### src/rtl/divisor_driver.sv
// rtl/divisor_driver.sv - initiator side of the START/NUMERADOR/DENOMINADOR divider handshake
//
// Accepts one operand pair at a time on a valid/ready input. Pairs with a
// non-zero denominator go to the external divider. A zero denominator is
// answered locally. The driver gives up on a silent divider after TIMEOUT
// cycles. The quotient, remainder and error code are held on a valid/ready
// output until the consumer takes them.
//
// Ports:
//   clk, rst              clock (rising edge), synchronous active-high reset
//   in_valid/in_ready     operand handshake, in_num / in_den operands
//   div_start             one-cycle start pulse to the divider
//   div_num/div_den       registered operands, stable while waiting
//   div_coc/div_res       divider quotient / remainder, valid with div_done
//   out_valid/out_ready   result handshake, out_coc / out_res / out_err
//   out_err               00 ok, 01 divide-by-zero, 10 timeout
//   busy                  high whenever the FSM is not idle
//   ops_cnt               results delivered since reset, wrapping

module divisor_driver #(
  parameter int SIZE    = 8,
  parameter int TIMEOUT = 64,
  parameter int CNT_W   = 16
) (
  input  logic             clk,
  input  logic             rst,
  input  logic             in_valid,
  output logic             in_ready,
  input  logic [SIZE-1:0]  in_num,
  input  logic [SIZE-1:0]  in_den,
  output logic             div_start,
  output logic [SIZE-1:0]  div_num,
  output logic [SIZE-1:0]  div_den,
  input  logic [SIZE-1:0]  div_coc,
  input  logic [SIZE-1:0]  div_res,
  input  logic             div_done,
  output logic             out_valid,
  input  logic             out_ready,
  output logic [SIZE-1:0]  out_coc,
  output logic [SIZE-1:0]  out_res,
  output logic [1:0]       out_err,
  output logic             busy,
  output logic [CNT_W-1:0] ops_cnt
);

  localparam int TW = (TIMEOUT > 2) ? $clog2(TIMEOUT) : 1;
  localparam logic [TW-1:0] T_LAST = TW'(TIMEOUT - 1);

  localparam logic [1:0] ERR_OK   = 2'b00;
  localparam logic [1:0] ERR_DIV0 = 2'b01;
  localparam logic [1:0] ERR_TOUT = 2'b10;

  typedef enum logic [1:0] {
    IDLE,
    ISSUE,
    WAIT,
    HOLD
  } state_t;

  state_t        state;
  logic [TW-1:0] tcnt;

  always_ff @(posedge clk) begin
    if (rst) begin
      state     <= IDLE;
      tcnt      <= '0;
      in_ready  <= 1'b0;
      div_start <= 1'b0;
      div_num   <= '0;
      div_den   <= '0;
      out_valid <= 1'b0;
      out_coc   <= '0;
      out_res   <= '0;
      out_err   <= ERR_OK;
      busy      <= 1'b0;
      ops_cnt   <= '0;
    end else begin
      // The start pulse only ever lives for the ISSUE cycle.
      div_start <= 1'b0;

      case (state)
        IDLE: begin
          // in_ready comes up one cycle after reset and then stays up until a pair is taken.
          in_ready <= 1'b1;
          if (in_valid && in_ready) begin
            in_ready <= 1'b0;
            busy     <= 1'b1;
            if (in_den != '0) begin
              div_num   <= in_num;
              div_den   <= in_den;
              div_start <= 1'b1;
              state     <= ISSUE;
            end else begin
              // Answer a zero denominator locally. The divider never sees it.
              out_coc   <= '1;
              out_res   <= in_num;
              out_err   <= ERR_DIV0;
              out_valid <= 1'b1;
              state     <= HOLD;
            end
          end
        end

        ISSUE: begin
          tcnt  <= '0;
          state <= WAIT;
        end

        WAIT: begin
          // div_done is checked before expiry, so a result that arrives on the last cycle is kept.
          if (div_done) begin
            out_coc   <= div_coc;
            out_res   <= div_res;
            out_err   <= ERR_OK;
            out_valid <= 1'b1;
            state     <= HOLD;
          end else if (tcnt == T_LAST) begin
            out_coc   <= '0;
            out_res   <= '0;
            out_err   <= ERR_TOUT;
            out_valid <= 1'b1;
            state     <= HOLD;
          end else begin
            tcnt <= tcnt + 1'b1;
          end
        end

        HOLD: begin
          if (out_valid && out_ready) begin
            out_valid <= 1'b0;
            ops_cnt   <= ops_cnt + 1'b1;
            in_ready  <= 1'b1;
            busy      <= 1'b0;
            state     <= IDLE;
          end
        end

        default: begin
          state <= IDLE;
        end
      endcase
    end
  end

endmodule

### config.mk
export PLATFORM = sky130hd
export DESIGN_NAME = divisor_driver
export DESIGN_NICKNAME = d
export VERILOG_FILES = /design/src/rtl/divisor_driver.sv
export SDC_FILE = /design/constraint.sdc
export NUM_CORES = 1
export LEC_CHECK = 0
export ABC_CLOCK_PERIOD_IN_PS = 2400
export CAP_MARGIN = 20
export CORE_ASPECT_RATIO = 0.8
export CORE_MARGIN = 10
export CORE_UTILIZATION = 45
export CTS_CLUSTER_SIZE = 30
export DETAILED_ROUTE_END_ITERATION = 10
export GPL_ROUTABILITY_DRIVEN = 0
export HOLD_SLACK_MARGIN = 0.12
export PLACE_DENSITY_LB_ADDON = 0.2
export SLEW_MARGIN = 10
export SYNTH_ARGS = -nofsm -noshare
export SYNTH_HDL_FRONTEND = slang
export SYNTH_SLANG_ARGS = --single-unit
### constraint.sdc
create_clock -name clk -period 2.4 [get_ports clk]
set_input_delay 0.36 -clock clk [delete_from_list [all_inputs] [get_ports clk]]
set_output_delay 0.36 -clock clk [all_outputs]
set_load 0.1 [all_outputs]
# Word level (Yosys, flattened, before mapping)
# Cells that the tools add are included.
[totals]
ff_bits = 62
latch_bits = 0
ramBits = 0
mem_bits_ro = 0
in_bits = 37
output_inout_bits = 54
memories = 0
[classes]
addsub = 2
n_mul = 0
n_div = 0
n_lt_le_gt_ge = 0
n_eq_ne = 10
shifts = 0
muxes = 35
n_bitwise = 2
reduce_logical = 17
[ops]
columns = ["cell", "n"]
rows = [
  ["8-bit 2-to-1 mux", 7],
  ["8-bit one-hot mux with 2 select lines", 2],
  ["2-bit 2-to-1 mux", 9],
  ["16-bit by 1-bit adder with 16-bit output, second input constant", 1],
  ["6-bit 2-to-1 mux", 2],
  ["6-bit one-hot mux with 2 select lines", 1],
  ["3-bit AND reduction", 4],
  ["2-bit inequality test, second input constant", 5],
  ["1-bit 2-to-1 mux", 9],
  ["2-bit one-hot mux with 4 select lines", 1],
  ["8-bit nonzero test", 1],
  ["6-bit by 1-bit adder with 6-bit output, second input constant", 1],
  ["6-bit == test, second input constant", 1],
  ["2-bit nonzero test", 3],
  ["5-bit AND reduction", 1],
  ["2-bit == test, second input constant", 2],
  ["1-bit one-hot mux with 2 select lines", 2],
  ["2-bit one-hot mux with 2 select lines", 1],
  ["2-bit AND reduction", 2],
  ["4-bit AND reduction", 1],
  ["3-bit inequality test, second input constant", 1],
  ["1-bit one-hot mux with 3 select lines", 1],
  ["3-bit nonzero test", 1],
  ["3-bit OR reduction", 1],
  ["4 further kinds", 6],
]

# Depth between registers and ports, before layout
[logic_depth]
depth_word = 4
ltp_mapped = 7
ltp_nobuf = 6

# Worst setup path after synthesis
# OpenSTA, ideal clock, no wires.
[synth_path]
path_kind = "flip-flop to flip-flop"
start = "register ops_cnt[3]"
end = "register ops_cnt[12]"
arrival_ns = 2.254
required_ns = 2.329
path_slack_ns = 0.076
path_stages_with_launch = 5
period_less_slack_ns = 2.324
path_cell_list = "dfxtp_1 and3_1 nand4_1 or4_1 a21oi_1"
[synth_via]
elab_chain_cells = 1
[synth_rtl]
columns = ["item", "line_no", "rtl"]
rows = [
  ["start: declaration", "43", "output logic [CNT_W-1:0] ops_cnt"],
  ["start signal: assignment", "131", "ops_cnt <= ops_cnt + 1'b1;"],
  ["16-bit by 1-bit adder with 16-bit output", "131", ""],
]
# Every way passes these cells.
# A chain may end at the register's enable or synchronous reset.

# Worst setup path in the final report
[layout_path]
start = "register state[0]"
end = "register tcnt[5]"
[layout_via]
elab_chain_cells = 3
elab_cells_between_ends = 7
cone_classes = "eq/ne: 4; mux: 1; reduce/logical: 2"
[layout_rtl]
columns = ["item", "line_no", "rtl"]
rows = [
  ["start: declaration", "60", "state_t state;"],
  ["start signal: assignment", "65", "state <= IDLE;"],
  ["start signal: assignment", "92", "state <= ISSUE;"],
  ["start signal: assignment", "99", "state <= HOLD;"],
  ["2-bit == test / 2-bit by 1-bit == test with 1-bit output (equally long branches)", "81", "case (state)"],
  ["2-bit inequality test (no line) / 2-bit nonzero test (equally long branches)", "--", ""],
  ["3-bit AND reduction (no line)", "--", ""],
  ["end signal: assignment", "124", "tcnt <= tcnt + 1'b1;"],
  ["end: declaration", "61", "logic [TW-1:0] tcnt;"],
]
# Parallel ways exist; a longest one is shown, timed or not.

==> flow_summary.json <==
{
  "crit-reg2reg-launch": "state[0]",
  "clk_path_buf_depth": 2,
  "timing.hold.worst_path_depth": 2,
  "irDropWorstVdd_v": 0.0006616,
  "grt_overall_usage": 0.1614,
  "drc": 0,
  "setup.reg_to_reg.worst_slack_ns": 0.27,
  "maximum_number_of_pins_on_one_net_before_global_route_repair": 34,
  "die_width_um": 109,
  "chipHeight_um": 91.20,
  "syn-cell-area_um2": 2851,
  "final.period_utilization": 0.8882,
  "grt_pass1_wl_mm": 13.18,
  "cts-buffers-inserted": 9,
  "yosys.area.top_type": "dfxtp_1",
  "worst_clock_skew_ns": 0.006163,
  "outcome": "finished clean",
  "drt-pass1-iter-count": 4,
  "rows": 25,
  "critical-path-slowest-cell": "or4_1",
  "nNetsFinal": 442,
  "worst_setup_path_end_kind": "flip-flop",
  "max_slew_violation_total_from_the_final_report": 0,
  "clock_sink_count": 62,
  "grt_setup_unrepaired": "no",
  "cellLeakagePower_uw": 0.001479,
  "synthesis.yosys.warnings": 0,
  "holdBufCountCts": 0,
  "initial_utilization": 0.4723,
  "hold_viol_final": 0,
  "drt_first_iter_violations": 127,
  "wl_final_mm": 8.039,
  "io-pin-count": 91,
  "synth_edf_count": 0,
  "globalRouteOverflowTotal": 0,
  "cts.htree.levels": 3,
  "timing.hold.ws_ns": 0.4835,
  "async_flop_share": 0,
  "path_class": "reg2reg",
  "worstReg2RegEnd": "tcnt[5]",
  "clock_tree_from_tritoncts": "yes",
  "power.density_cell_area_nw_per_um2": 958.6,
  "postSynthCellCount": 308,
  "critical_path.startpoint_type": "flip-flop",
  "fmax_ghz": 0.4691,
  "post_route_cells_drive_above_1_share": 0.2302,
  "arrival_ns": 2.40,
  "worstHoldEndpoint": "ops_cnt[15]",
  "cts.repair_timing.setup_buffer_count": 0,
  "hold_path_startpoint": "ops_cnt[15]",
  "synth.ff_latch_count": 62,
  "first_global_vias": 2710,
  "root_buffer": "clkbuf_8",
  "hp-class": "reg2reg",
  "via_count": 2708,
  "routedWlPerCell_um": 16.58,
  "mean_instance_size_in_the_synthesized_netlist_um2": 9.258,
  "synth-seq-area-share": 0.4353,
  "crit_chain": "inv_1, ha_1, nor2b_1, o2111ai_1, or4_1, a21oi_1",
  "worstRegToRegCells": 6,
  "synth.top_cell.area_share": 0.4353,
  "clkLatencyLatePin_ns": 0.34,
  "area_growth_pct": 37.38,
  "ant_nets_after_route": 0,
  "net_count_of_the_mapped_netlist": 351,
  "period_needed_ns": 2.132,
  "core_area_um2": 6037,
  "post_cts_resize_count": 0,
  "slowest_delay_ns": 0.52,
  "max_cap_violations": 0,
  "antenna_found_initial": 0,
  "prevailing_post_synth_register_cell": "dfxtp_1",
  "worst_slew_pin_slew_ns": 0.6070,
  "post-dp-hpwl_mm": 5.885,
  "antenna-diode-count": 0,
  "timing.critical_path.fanout_max": 7,
  "finalSetupViolations": 0,
  "synthTopCellsByArea": "dfxtp_1, mux2i_1, a31oi_1, a311oi_2, nor2_1",
  "timing.max_slew.rel_slack": 0.5953,
  "totalPowerFinal_uw": 3755,
  "critPathRequiredTime_ns": 2.67,
  "numPortBuffers": 90,
  "synth_cell_types": 37,
  "clock_input_transition_at_the_sequential_cells_of_the_worst_setup_and_hold_paths_ns": 0.07,
  "post_drt_via_cell_ratio": 5.584,
  "design.die.area_um2": 9941
}
## layer usage
layer	up-vias	track usage	wire, um
li1	1321	-	-
met1	1295	0.1908	3482
met2	84	0.2470	3724
met3	8	0.08051	737
met4	0	0.05482	95
met5	-	0	0
## worst max-delay path: cells and delay by family, from the launching register on
family | cells | cell delay (ns)
AO/OA/AOI/OAI | 2 | 0.43
adder cells (fa/ha/maj) | 1 | 0.19
AND/OR/NAND/NOR | 2 | 1.00
buffers and inverters | 1 | 0.09
flip-flops | 1 | 0.34
## stage by stage
stage               setup slack, ns    util  setup TNS, ns  std cells  cell area (um^2)
detailed placement         -0.04949  0.6126        -0.3666        469              3699
finish                       0.2682  0.6489              0        485              3918
CTS                          0.2970  0.6489              0        485              3918
floorplan                   0.07586       -              0        308              2851
global route                0.08901  0.6489              0        485              3918
global placement            0.01837  0.6126              0        469              3699
## Yosys cell counts, types with 6 or more instances
master     n
nor2_1    28
mux2i_1   16
dfxtp_1   62
inv_1      6
o21ai_0    7
or4_1      7
nand2b_1  12
a311oi_1  11
o31ai_1    6
a31oi_1   21
nand4_1    8
xor2_1     8
ha_1       6
a311oi_2   8
a21oi_1   17
clkbuf_1  12
nand3_1   16
nand2_1   22
## placed cells by master (no fill, tap or decap), types with 11 or more instances in the layout
cell type and n:
clkbuf_8 13, nor2_1 28, buf_4 64, a21oi_1 17, mux2i_1 16, clkdlybuf4s50_1 35, nand2b_1 12, a31oi_1 21
nand2_1 22, dfxtp_1 62, nand3_1 16, a311oi_1 11
## how the worst max path moves through the flow
stage / cells after the start / slack (ns) / to / start
after floorplan: 4 / 0.08 / ops_cnt[12] / ops_cnt[3]
after global routing: 5 / 0.09 / ops_cnt[14] / state[1]
final: 6 / 0.27 / tcnt[5] / state[0]
after detailed placement: 6 / -0.05 / out_coc[5] / in_den[3]
after global placement: 6 / 0.02 / out_res[6] / in_den[3]
after CTS: 6 / 0.30 / tcnt[5] / state[0]
## logic make-up (layout without fill, tap and decap cells)
logic type | Yosys count | in the layout | synth area share
DFF | 62 | 62 | 0.4353
muxes | 16 | 16 | 0.05616
buffers and inverters | 28 | 124 | 0.05353
AOI/OAI and AO/OA | 78 | 78 | 0.2075
and+or+nand+nor | 109 | 109 | 0.1935
adders and majority gates | 6 | 6 | 0.02633
xor gates and xnor gates | 9 | 9 | 0.02765
## layout make-up
cell class	instances	area (um^2)
Sequential cell	62	1241
Clock buffer	13	178.9
Tap cell	81	101.3
Fill cell	509	2120
Multi-Input combinational cell	218	1458
Inverter	6	22.52
Timing Repair Buffer	102	875.8
Clock inverter	3	40.04
## report_power, final
part,switching [uW],internal [uW]
Combinational,1130,432
Sequential,77.6,1140
Clock,391,590
## sequential cells by signal (all words and copies together), names as in the netlist
name / count
busy: 1
div_den: 8
div_num: 8
div_start: 1
in_ready: 1
ops_cnt: 16
out_coc: 8
out_err: 2
out_res: 8
out_valid: 1
state: 2
tcnt: 6
(Power assumes the default switching activity.)
